**config.mk**
```make
export PLATFORM = sky130hd
export DESIGN_NAME = sdram_writer
export DESIGN_NICKNAME = d
export VERILOG_FILES = /design/src/rtl/sdram_writer.sv
export SDC_FILE = /design/constraint.sdc
export NUM_CORES = 1
export LEC_CHECK = 0
export CAP_MARGIN = 30
export CORE_AREA = 3 3 228 230
export CTS_CLUSTER_DIAMETER = 120
export DETAILED_ROUTE_END_ITERATION = 12
export DIE_AREA = 0 0 231 233
export DONT_BUFFER_PORTS = 1
export PLACE_DENSITY = 0.3
export REMOVE_ABC_BUFFERS = 1
export SLEW_MARGIN = 15
export SYNTH_ARGS = -nofsm -noshare
export SYNTH_HDL_FRONTEND = slang
export SYNTH_SLANG_ARGS = --single-unit
```
**constraint.sdc**
```tcl
create_clock -name sdram_clk -period 6 [get_ports sdram_clk]
set_input_delay 1.2 -clock sdram_clk [delete_from_list [all_inputs] [get_ports sdram_clk]]
set_output_delay 1.2 -clock sdram_clk [all_outputs]
set_load 0.02 [all_outputs]
```
**src/rtl/sdram_writer.sv**
```systemverilog
// Avalon-MM burst write master: streams 256-bit pixel words into one contiguous SDRAM frame.
// Optional macro SDRAM_WRITER_DBLBUF_EN alternates frames between two buffers and adds frame_buf_o.
module sdram_writer #(
    parameter logic [26:0] FRAME_BASE_ADDR = 27'h0,
    parameter int unsigned FRAME_WORDS     = 259200,
    parameter int unsigned BURST_LEN       = 16
) (
    input  logic           sdram_clk,
    input  logic           rst,
    input  logic           frame_start_i,
    output logic           frame_ready_o,
    output logic           busy_o,
`ifdef SDRAM_WRITER_DBLBUF_EN
    output logic           frame_buf_o,
`endif
    input  logic [255:0]   pixel8_i,
    input  logic           pixel8_valid_i,
    output logic           pixel8_ready_o,
    output logic [26:0]    sdram_address_o,
    output logic [7:0]     sdram_burstcount_o,
    output logic           sdram_write_o,
    output logic [255:0]   sdram_writedata_o,
    output logic [31:0]    sdram_byteenable_o,
    input  logic           sdram_waitrequest_i
);

    localparam int unsigned    RW            = $clog2(FRAME_WORDS + 1);
    localparam logic [RW-1:0]  FRAME_WORDS_R = RW'(FRAME_WORDS);
    localparam logic [7:0]     BURST_LEN_B   = 8'(BURST_LEN);

    typedef enum logic [1:0] {
        IDLE,
        BURST,
        DONE
    } state_t;

    state_t         state, state_next;
    logic [26:0]    addr;
    logic [RW-1:0]  remaining;
    logic [7:0]     burst_len;
    logic [7:0]     beat;
    logic [26:0]    base_sel;
    logic           load;
    logic           beat_acc;
    logic           last_beat;
    logic [RW-1:0]  rem_after;

    function automatic logic [7:0] clamp_len(input logic [RW-1:0] rem);
        if (32'(rem) >= BURST_LEN)
            return BURST_LEN_B;
        else
            return 8'(rem);
    endfunction

    assign last_beat = (beat == burst_len - 8'd1);
    assign rem_after = remaining - RW'(burst_len);

    always_ff @(posedge sdram_clk) begin
        if (rst)
            state <= IDLE;
        else
            state <= state_next;
    end

    always_comb begin
        state_next     = state;
        load           = 1'b0;
        beat_acc       = 1'b0;
        busy_o         = 1'b0;
        frame_ready_o  = 1'b0;
        sdram_write_o  = 1'b0;
        pixel8_ready_o = 1'b0;
        unique case (state)
            IDLE: begin
                if (frame_start_i) begin
                    load       = 1'b1;
                    state_next = BURST;
                end
            end
            BURST: begin
                busy_o         = 1'b1;
                sdram_write_o  = pixel8_valid_i;
                pixel8_ready_o = ~sdram_waitrequest_i;
                beat_acc       = pixel8_valid_i & ~sdram_waitrequest_i;
                if (beat_acc && last_beat && rem_after == '0)
                    state_next = DONE;
            end
            DONE: begin
                frame_ready_o = 1'b1;
                if (frame_start_i) begin
                    load       = 1'b1;
                    state_next = BURST;
                end
            end
            default: state_next = IDLE;
        endcase
    end

    // Address and burst length only move on the last beat of a burst, so they stay stable across stalls.
    always_ff @(posedge sdram_clk) begin
        if (rst) begin
            addr      <= '0;
            remaining <= '0;
            burst_len <= '0;
            beat      <= '0;
        end else if (load) begin
            addr      <= base_sel;
            remaining <= FRAME_WORDS_R;
            burst_len <= clamp_len(FRAME_WORDS_R);
            beat      <= '0;
        end else if (beat_acc) begin
            if (last_beat) begin
                remaining <= rem_after;
                beat      <= '0;
                if (rem_after != '0) begin
                    addr      <= addr + 27'(burst_len);
                    burst_len <= clamp_len(rem_after);
                end
            end else begin
                beat <= beat + 8'd1;
            end
        end
    end

`ifdef SDRAM_WRITER_DBLBUF_EN
    localparam logic [26:0] BASE1 = FRAME_BASE_ADDR + 27'(FRAME_WORDS);
    logic tgt_buf;

    always_ff @(posedge sdram_clk) begin
        if (rst) begin
            tgt_buf     <= 1'b0;
            frame_buf_o <= 1'b0;
        end else if (state == BURST && state_next == DONE) begin
            frame_buf_o <= tgt_buf;
            tgt_buf     <= ~tgt_buf;
        end
    end

    assign base_sel = tgt_buf ? BASE1 : FRAME_BASE_ADDR;
`else
    assign base_sel = FRAME_BASE_ADDR;
`endif

    assign sdram_address_o    = addr;
    assign sdram_burstcount_o = burst_len;
    assign sdram_writedata_o  = pixel8_i;
    assign sdram_byteenable_o = '1;

endmodule
```
* After elaboration in Yosys (flattened, before gate mapping)
Index checks and enable logic that the tools add are counted.
Word-level totals: register bits 63, output and inout port bits 327, word-level logic and storage cells 53
Cells by class: add/sub/neg operators 4, $lt $le $gt $ge 1, equality and inequality tests 5, muxes and demuxes 19, bitwise logic cells 2, reductions and logical operators 15
Operator list (number):
- $mux 18 | 3
- $add 27x8->27 | 1
- $mux 5 | 4
- $ge 18x5->1 const B | 1
- $logic_not 18->1 | 1
- $reduce_bool 18->1 | 1
- $sub 18x8->18 | 1
- $mux 8 | 2
- $add 8x1->8 const B | 1
- $eq 8x8->1 | 1
- $sub 8x1->8 const B | 1
- $mux 1 | 7
- $reduce_and 2->1 | 3
- $reduce_and 3->1 | 2
- $reduce_bool 2->1 | 3
- $mux 2 | 2
- $pmux 2 s2 | 1
- $reduce_or 2->1 | 2
- $eq 2x1->1 const B | 1
- $eq 2x2->1 const B | 1
- $logic_and 1x1->1 | 2
- $logic_not 2->1 | 1
- $ne 2x1->1 const B | 1
- $ne 2x2->1 const B | 1
- other kinds (2) | 2

* Logic depth before layout (Yosys ltp)
Gate-level depths: netlist of the first run.
word-level depth 7, mapped depth 15, gate-level depth less buffers 12

* Least setup slack after synthesis of the first run
No wires, ideal clock.
path type flip-flop to flip-flop, start register burst_len[1], in the netlist sdram_burstcount_o[1], end register addr[21], in the netlist sdram_address_o[21], data arrival time 3.207 ns, data required time 5.930 ns, path slack 2.723 ns, stages on the path, launching flop included 14, cell sequence dfxtp_1 -> inv_1 -> ha_1 -> buf_4 -> or3_1 -> nor4b_2 -> a2111oi_1 -> a2111oi_2 -> and3_1 -> buf_4 -> o41ai_4 -> buf_6 -> or4_1 -> a21oi_1
On the way: word-level cells in the longest chain between the ends 3
RTL lines:
- start, declared | line 40 | logic [7:0] burst_len;
- start signal, assigned | line 109 | burst_len <= clamp_len(FRAME_WORDS_R);
- start signal, assigned | line 117 | burst_len <= clamp_len(rem_after);
- $sub 18x8->18 / $sub 8x1->8 (equally long branches) | line 56, 55
- $reduce_bool 18->1 / $eq 8x8->1 (equally long branches) | line 115, 55
- $reduce_and 3->1 (no source line)
- end signal, assigned | line 107 | addr <= base_sel;
- end signal, assigned | line 116 | addr <= addr + 27'(burst_len);
- end, declared | line 38 | logic [26:0] addr;
Several ways; a longest one is shown, not always the timed one. A chain may end at the register's enable or synchronous reset.

* Worst setup path after layout of the first run
start register burst_len[1], in the netlist sdram_burstcount_o[1], end register burst_len[1], in the netlist sdram_burstcount_o[1]
On the way: word-level cells in the longest chain between the ends 3
RTL lines:
- $sub 18x8->18 / $sub 8x1->8 (equally long branches) | line 56, 55
- $ge 18x5->1, or another cell as far along | line 49 | if (32'(rem) >= BURST_LEN)
- $mux 8 / $reduce_and 3->1 (equally long branches)
Several ways; a longest one is shown, not always the timed one.

==> results.json, run 1 <==
{
  "status": "complete, no violations",
  "yosys.cell_count.top_type": "buf_4",
  "utilization_pct": 10.3,
  "synth-seq-cells": 63,
  "dieArea_um2": 53800,
  "htree_levels": 3,
  "synth_edf_count": 0,
  "place_congestion": 1.37,
  "end_kind": "register",
  "cts_tree": "done",
  "min_path_type": "reg2reg",
  "rsz0062_at_grt": "false",
  "hold_viol": 0,
  "grt_max_degree": 40,
  "clk_path_buf_depth": 2,
  "drc_errors": 0,
  "portBuffers": 0,
  "worstSetupStartpointType": "register",
  "drt_iter0_markers": 534,
  "ys_warn_count": 0,
  "antenna_found_initial": 0,
  "hold_buffers": 0,
  "synth_top_area_share_pct": 35.2,
  "cp.required_ns": 6.29,
  "grt-ovfl-total": 0,
  "fmax_ghz": 0.226,
  "detail-route-antenna-nets": 0,
  "die_w_um": 231,
  "wl_um": 90400,
  "clock_latency_ns": 0.35,
  "layout_setup_ws_ns": 1.58,
  "rows": 82,
  "worst-path-max-fanout": 13,
  "wl_per_cell_um": 76.2,
  "via_count": 5084,
  "relSlewSlack_pct": 40.4,
  "maxSlewViolCount": 0,
  "post_cts_buffers": 0,
  "totalPowerFinal_mw": 1.05,
  "p_leak_nw": 1.70,
  "ys_async_sr_fraction_pct": 0,
  "ioPinCount": 588,
  "setup-tns-final_ns": 0,
  "yosysUniqueCellTypes": 64,
  "finalNetCount": 791,
  "skew_ns": 0.0131,
  "dr.pass1.iters": 5,
  "grt_pass1_wl_um": 99700,
  "finalSetupViolCount": 0,
  "worstSetupPathType": "reg2reg",
  "antenna_cells": 0,
  "p_per_area_nw_per_um2": 203,
  "syn_inst": 773,
  "ctsRootBufferMaster": "clkbuf_16",
  "core_um2": 50100,
  "start_util_pct": 12.3,
  "fp.dieH_um": 233,
  "area_growth_pct": -16.5,
  "cts_buffers": 9,
  "drv_cap": 0,
  "vias_per_cell": 4.29,
  "finalNonFillerCells": 1186,
  "worst_ep_arrival_time_ns": 4.71,
  "holdWs_ns": 0.501,
  "hpwlAfterDp_um": 86500,
  "ys_seq_area_share_pct": 20.4,
  "tightest_slew_ns": 0.893,
  "synth.area.top_cells": "buf_4 (35%), dfxtp_1 (20%), ha_1 (3.6%)",
  "dpl_cell_area_um2": 4880,
  "yosys-top-cells-count": "buf_4 (290), dfxtp_1 (63), nor2_1 (50), a21oi_1 (39), inv_1 (28)",
  "first_global_vias": 4155,
  "cts.repair.resized": 0,
  "finalCritPeriodShare_pct": 73.7,
  "yosysTopAreaCell": "buf_4",
  "ys.flop_type": "dfxtp_1",
  "fin_area_um2": 5160,
  "grt_use_total_pct": 32.4,
  "cts.sinks": 63,
  "syn_area_per_cell_um2": 7.99,
  "placed_cells": 1171,
  "final.min_clock_period_ns": 4.42,
  "irDropWorstVdd_uv": 122,
  "clk_pin_slew_ns": 0.06,
  "pre_cts_ws_ns": 1.71,
  "drive_above_1_share_pct": 5.84,
  "syn-cell-area_um2": 6180
}
[cell type report]
class | instances | area [um^2]
Sequential cell | 63 | 1260
Fill cell | 5859 | 44900
Clock buffer | 15 | 278
Tap cell | 672 | 841
Inverter | 28 | 105
Multi-Input combinational cell | 405 | 2650
Timing Repair Buffer | 3 | 22.5
[sequential cells by signal (all words and copies together) (netlist names)]
signal / cells
sdram_address_o: 27
remaining: 18
beat: 8
sdram_burstcount_o: 8
state: 2
[layout by cell type (no fill, tap or decap), drive strengths merged, types with 3 or more instances in the layout]
cell type / instances
and2: 7
xor2: 13
o31ai: 14
nand2: 27
or3: 8
o211ai: 4
and3: 11
o21a: 6
mux2i: 12
nand3: 16
a211oi: 10
nor2b: 6
a31oi: 6
and4: 3
nor3: 14
a21oi: 39
a22o: 4
nor4: 6
or4: 15
buf: 3
conb: 32
o21ai: 18
xnor2: 20
nand2b: 6
inv: 28
nand4: 8
ha: 18
nor3b: 3
a2111oi: 3
clkbuf: 15
nor2: 50
dfxtp: 63
[layer usage]
metal / GRT usage (%) / wire, um / vias up
met1: 8.10 / 8640 / 2166
met5: 36.5 / 2560 / -
li1: - / - / 1798
met2: 50.9 / 40200 / 907
met4: 34.3 / 12100 / 40
met3: 46.8 / 26900 / 173
[power by group]
group | total [mW] | internal (mW) | switching, mW
Clock | 0.517 | 0.312 | 0.204
Sequential | 0.434 | 0.424 | 0.00927
Combinational | 0.0972 | 0.0269 | 0.0703
[cells by family after synthesis]
logic type               after synthesis  share of synthesized area (%)
AO/OA/AOI/OAI                        120                           13.5
XOR/XNOR                              33                           4.68
adder cells (fa/ha/maj)               20                           4.29
buffers and inverters                336                           38.6
flip-flops                            63                           20.4
multiplexers                          12                           1.94
other                                  1                         0.0607
AND/OR/NAND/NOR                      188                           16.5
[final timing paths]
| check | start | end | slack (ns) | cells after the start |
|---|---|---|---|---|
| setup / recovery | sdram_burstcount_o[1] | sdram_burstcount_o[1] | 1.58 | 9 |
| hold / removal | remaining[5] | remaining[5] | 0.50 | 2 |
| setup reg to reg | sdram_burstcount_o[1] | sdram_burstcount_o[1] | 1.58 | 9 |
| hold reg to reg | remaining[5] | remaining[5] | 0.50 | 2 |
[worst max-delay path, cell delays in order, from the launching register on]
cell and delay [ns]:
dfxtp_1 0.75, inv_1 0.30, ha_1 0.39, or3_1 0.40, nor4b_2 0.28, a2111oi_1 0.10
a2111oi_2 0.41, nand3_1 0.60, nor4_1 0.89, a22o_1 0.23
No activity file was read; power rests on OpenSTA's default activity.
==> inputs of run 2 (changes only) <==
- clock period: 6 -> 4.5 ns (I/O delays scaled with it)
==> run 2 against run 1 <==
Compared with the run above:
- global-route usage is 0.70 points higher
- total power is 37% higher
- hold slack worse by 0.0038 ns
==> results.json, run 2 (synthesis gave the netlist of run 1 again) <==
{
  "first_global_vias": 4341,
  "finalNonFillerCells": 1198,
  "drv_cap": 0,
  "clk_pin_slew_ns": 0.08,
  "grt_pass1_wl_um": 102000,
  "ioPinCount": 588,
  "fp.dieH_um": 233,
  "cp_slowest_cell": "o221ai_2",
  "place_congestion": 1.36,
  "final_common_cell": "dfxtp_1",
  "tightest_slew_ns": 0.866,
  "final_cell_mix": "dfxtp_1 (63), nor2_1 (50), a21oi_1 (39)",
  "hpwlAfterDp_um": 87900,
  "wl_um": 92400,
  "top_layer_used": "met5",
  "finalNetCount": 802,
  "grt_max_degree": 32,
  "critical_path.top_delay_family": "compound AO/OA/AOI/OAI gates",
  "skew_ns": 0.0207,
  "grt_use_total_pct": 33.1,
  "worst_ep_arrival_time_ns": 4.20,
  "antenna_cells": 0,
  "slowest_delay_ns": 0.76,
  "final.min_clock_period_ns": 3.89,
  "cts.sinks": 63,
  "start_util_pct": 12.3,
  "totalPowerFinal_mw": 1.44,
  "maxSlewViolCount": 0,
  "core_um2": 50100,
  "rsz0062_at_grt": "false",
  "vias_per_cell": 4.25,
  "worstSetupPathType": "reg2reg",
  "ctsRootBufferMaster": "clkbuf_16",
  "wl_met2_um": 42000,
  "worstSetupStartpointType": "register",
  "dr.pass1.iters": 5,
  "grt-ovfl-total": 0,
  "setup-tns-final_ns": 0,
  "drt_iter0_markers": 458,
  "portBuffers": 0,
  "drive_above_1_share_pct": 8.56,
  "area_growth_pct": -15.1,
  "largest_reg_flops": 27,
  "finalSetupViolCount": 0,
  "post_cts_buffers": 0,
  "critPathBufInv": 2,
  "finalCritPeriodShare_pct": 86.6,
  "drc_errors": 0,
  "clk_path_buf_depth": 2,
  "cts.repair.resized": 0,
  "cts_tree": "done",
  "hold_buffers": 0,
  "cts_buffers": 9,
  "via_count": 5093,
  "worst-path-max-fanout": 19,
  "placed_cells": 1182,
  "critical_path.cell_chain": "buf_4 -> ha_1 -> inv_1 -> fa_1 -> nand3_1 -> nand2_1 -> xor2_1 -> a2111oi_1 -> nand4_1 -> o221ai_2 -> o21ai_0 -> a21oi_1",
  "wl_met3_um": 27200,
  "clock_latency_ns": 0.37,
  "fmax_ghz": 0.257,
  "detail-route-antenna-nets": 0,
  "cp.required_ns": 4.80,
  "pre_cts_ws_ns": 0.733,
  "p_per_area_nw_per_um2": 274,
  "htree_levels": 3,
  "relSlewSlack_pct": 42.3,
  "hold_viol": 0,
  "rows": 82,
  "antenna_found_initial": 0,
  "layout_setup_ws_ns": 0.605,
  "die_w_um": 231,
  "p_leak_nw": 1.76,
  "irDropWorstVdd_uv": 156,
  "status": "complete, no violations",
  "dieArea_um2": 53800,
  "wl_per_cell_um": 77.1,
  "wl_met1_um": 9400,
  "min_path_type": "reg2reg",
  "end_kind": "register"
}
## run 2: changes by cell type in the layout (fill, tap and decap cells not counted)
cell | before | now
clkinv_2 | 0 | 2
buf_4 | 3 | 14
clkbuf_1 | 3 | 0
clkinvlp_4 | 0 | 1
inv_6 | 0 | 2
inv_8 | 0 | 1
clkbuf_8 | 3 | 0
clkinv_4 | 0 | 1
## run 2: layout make-up
| cell class | instances | area (um^2) |
|---|---|---|
| timing repair buffer | 14 | 105 |
| sequential | 63 | 1260 |
| clock inverter | 7 | 55.1 |
| tap | 672 | 841 |
| multi-input combinational | 405 | 2650 |
| fill | 5897 | 44800 |
| clock buffer | 9 | 225 |
| inverter | 28 | 105 |
## run 2: worst paths after layout
path | startpoint | to | slack, ns | cells past startpoint
max | sdram_burstcount_o[0] | sdram_address_o[18] | 0.61 | 12
min | remaining[5] | remaining[5] | 0.50 | 2
max reg2reg | sdram_burstcount_o[0] | sdram_address_o[18] | 0.61 | 12
min reg2reg | remaining[5] | remaining[5] | 0.50 | 2
## run 2: routing by layer
layer | up-vias | global-route usage [%]
li1 | 1813 | -
met1 | 2134 | 8.43
met2 | 887 | 53.3
met3 | 211 | 47.5
met4 | 48 | 33.8
met5 | - | 29.7
## run 2: per-stage QoR
stage	cell area (um^2)	util [%]	hold slack, ns
4_1_cts	5240	10.5	0.497
2_1_floorplan	4020	-	0.457
5_1_grt	5240	10.5	0.523
6_report	5240	10.5	0.497
3_3_place_gp	4960	9.91	0.473
3_5_place_dp	4960	9.91	0.480
## run 2: power breakdown
part | switching [mW] | total [mW] | internal [mW]
clock | 0.344 | 0.725 | 0.381
combinational | 0.101 | 0.138 | 0.0371
sequential | 0.00934 | 0.574 | 0.565
total | 0.454 | 1.44 | 0.983
## run 2: tightest hold or removal path: cells and delay by family (launching register included)
family / cells / cell delay [ns]
DFF: 1 / 0.33
and+or+nand+nor: 1 / 0.07
AOI/OAI and AO/OA: 1 / 0.06
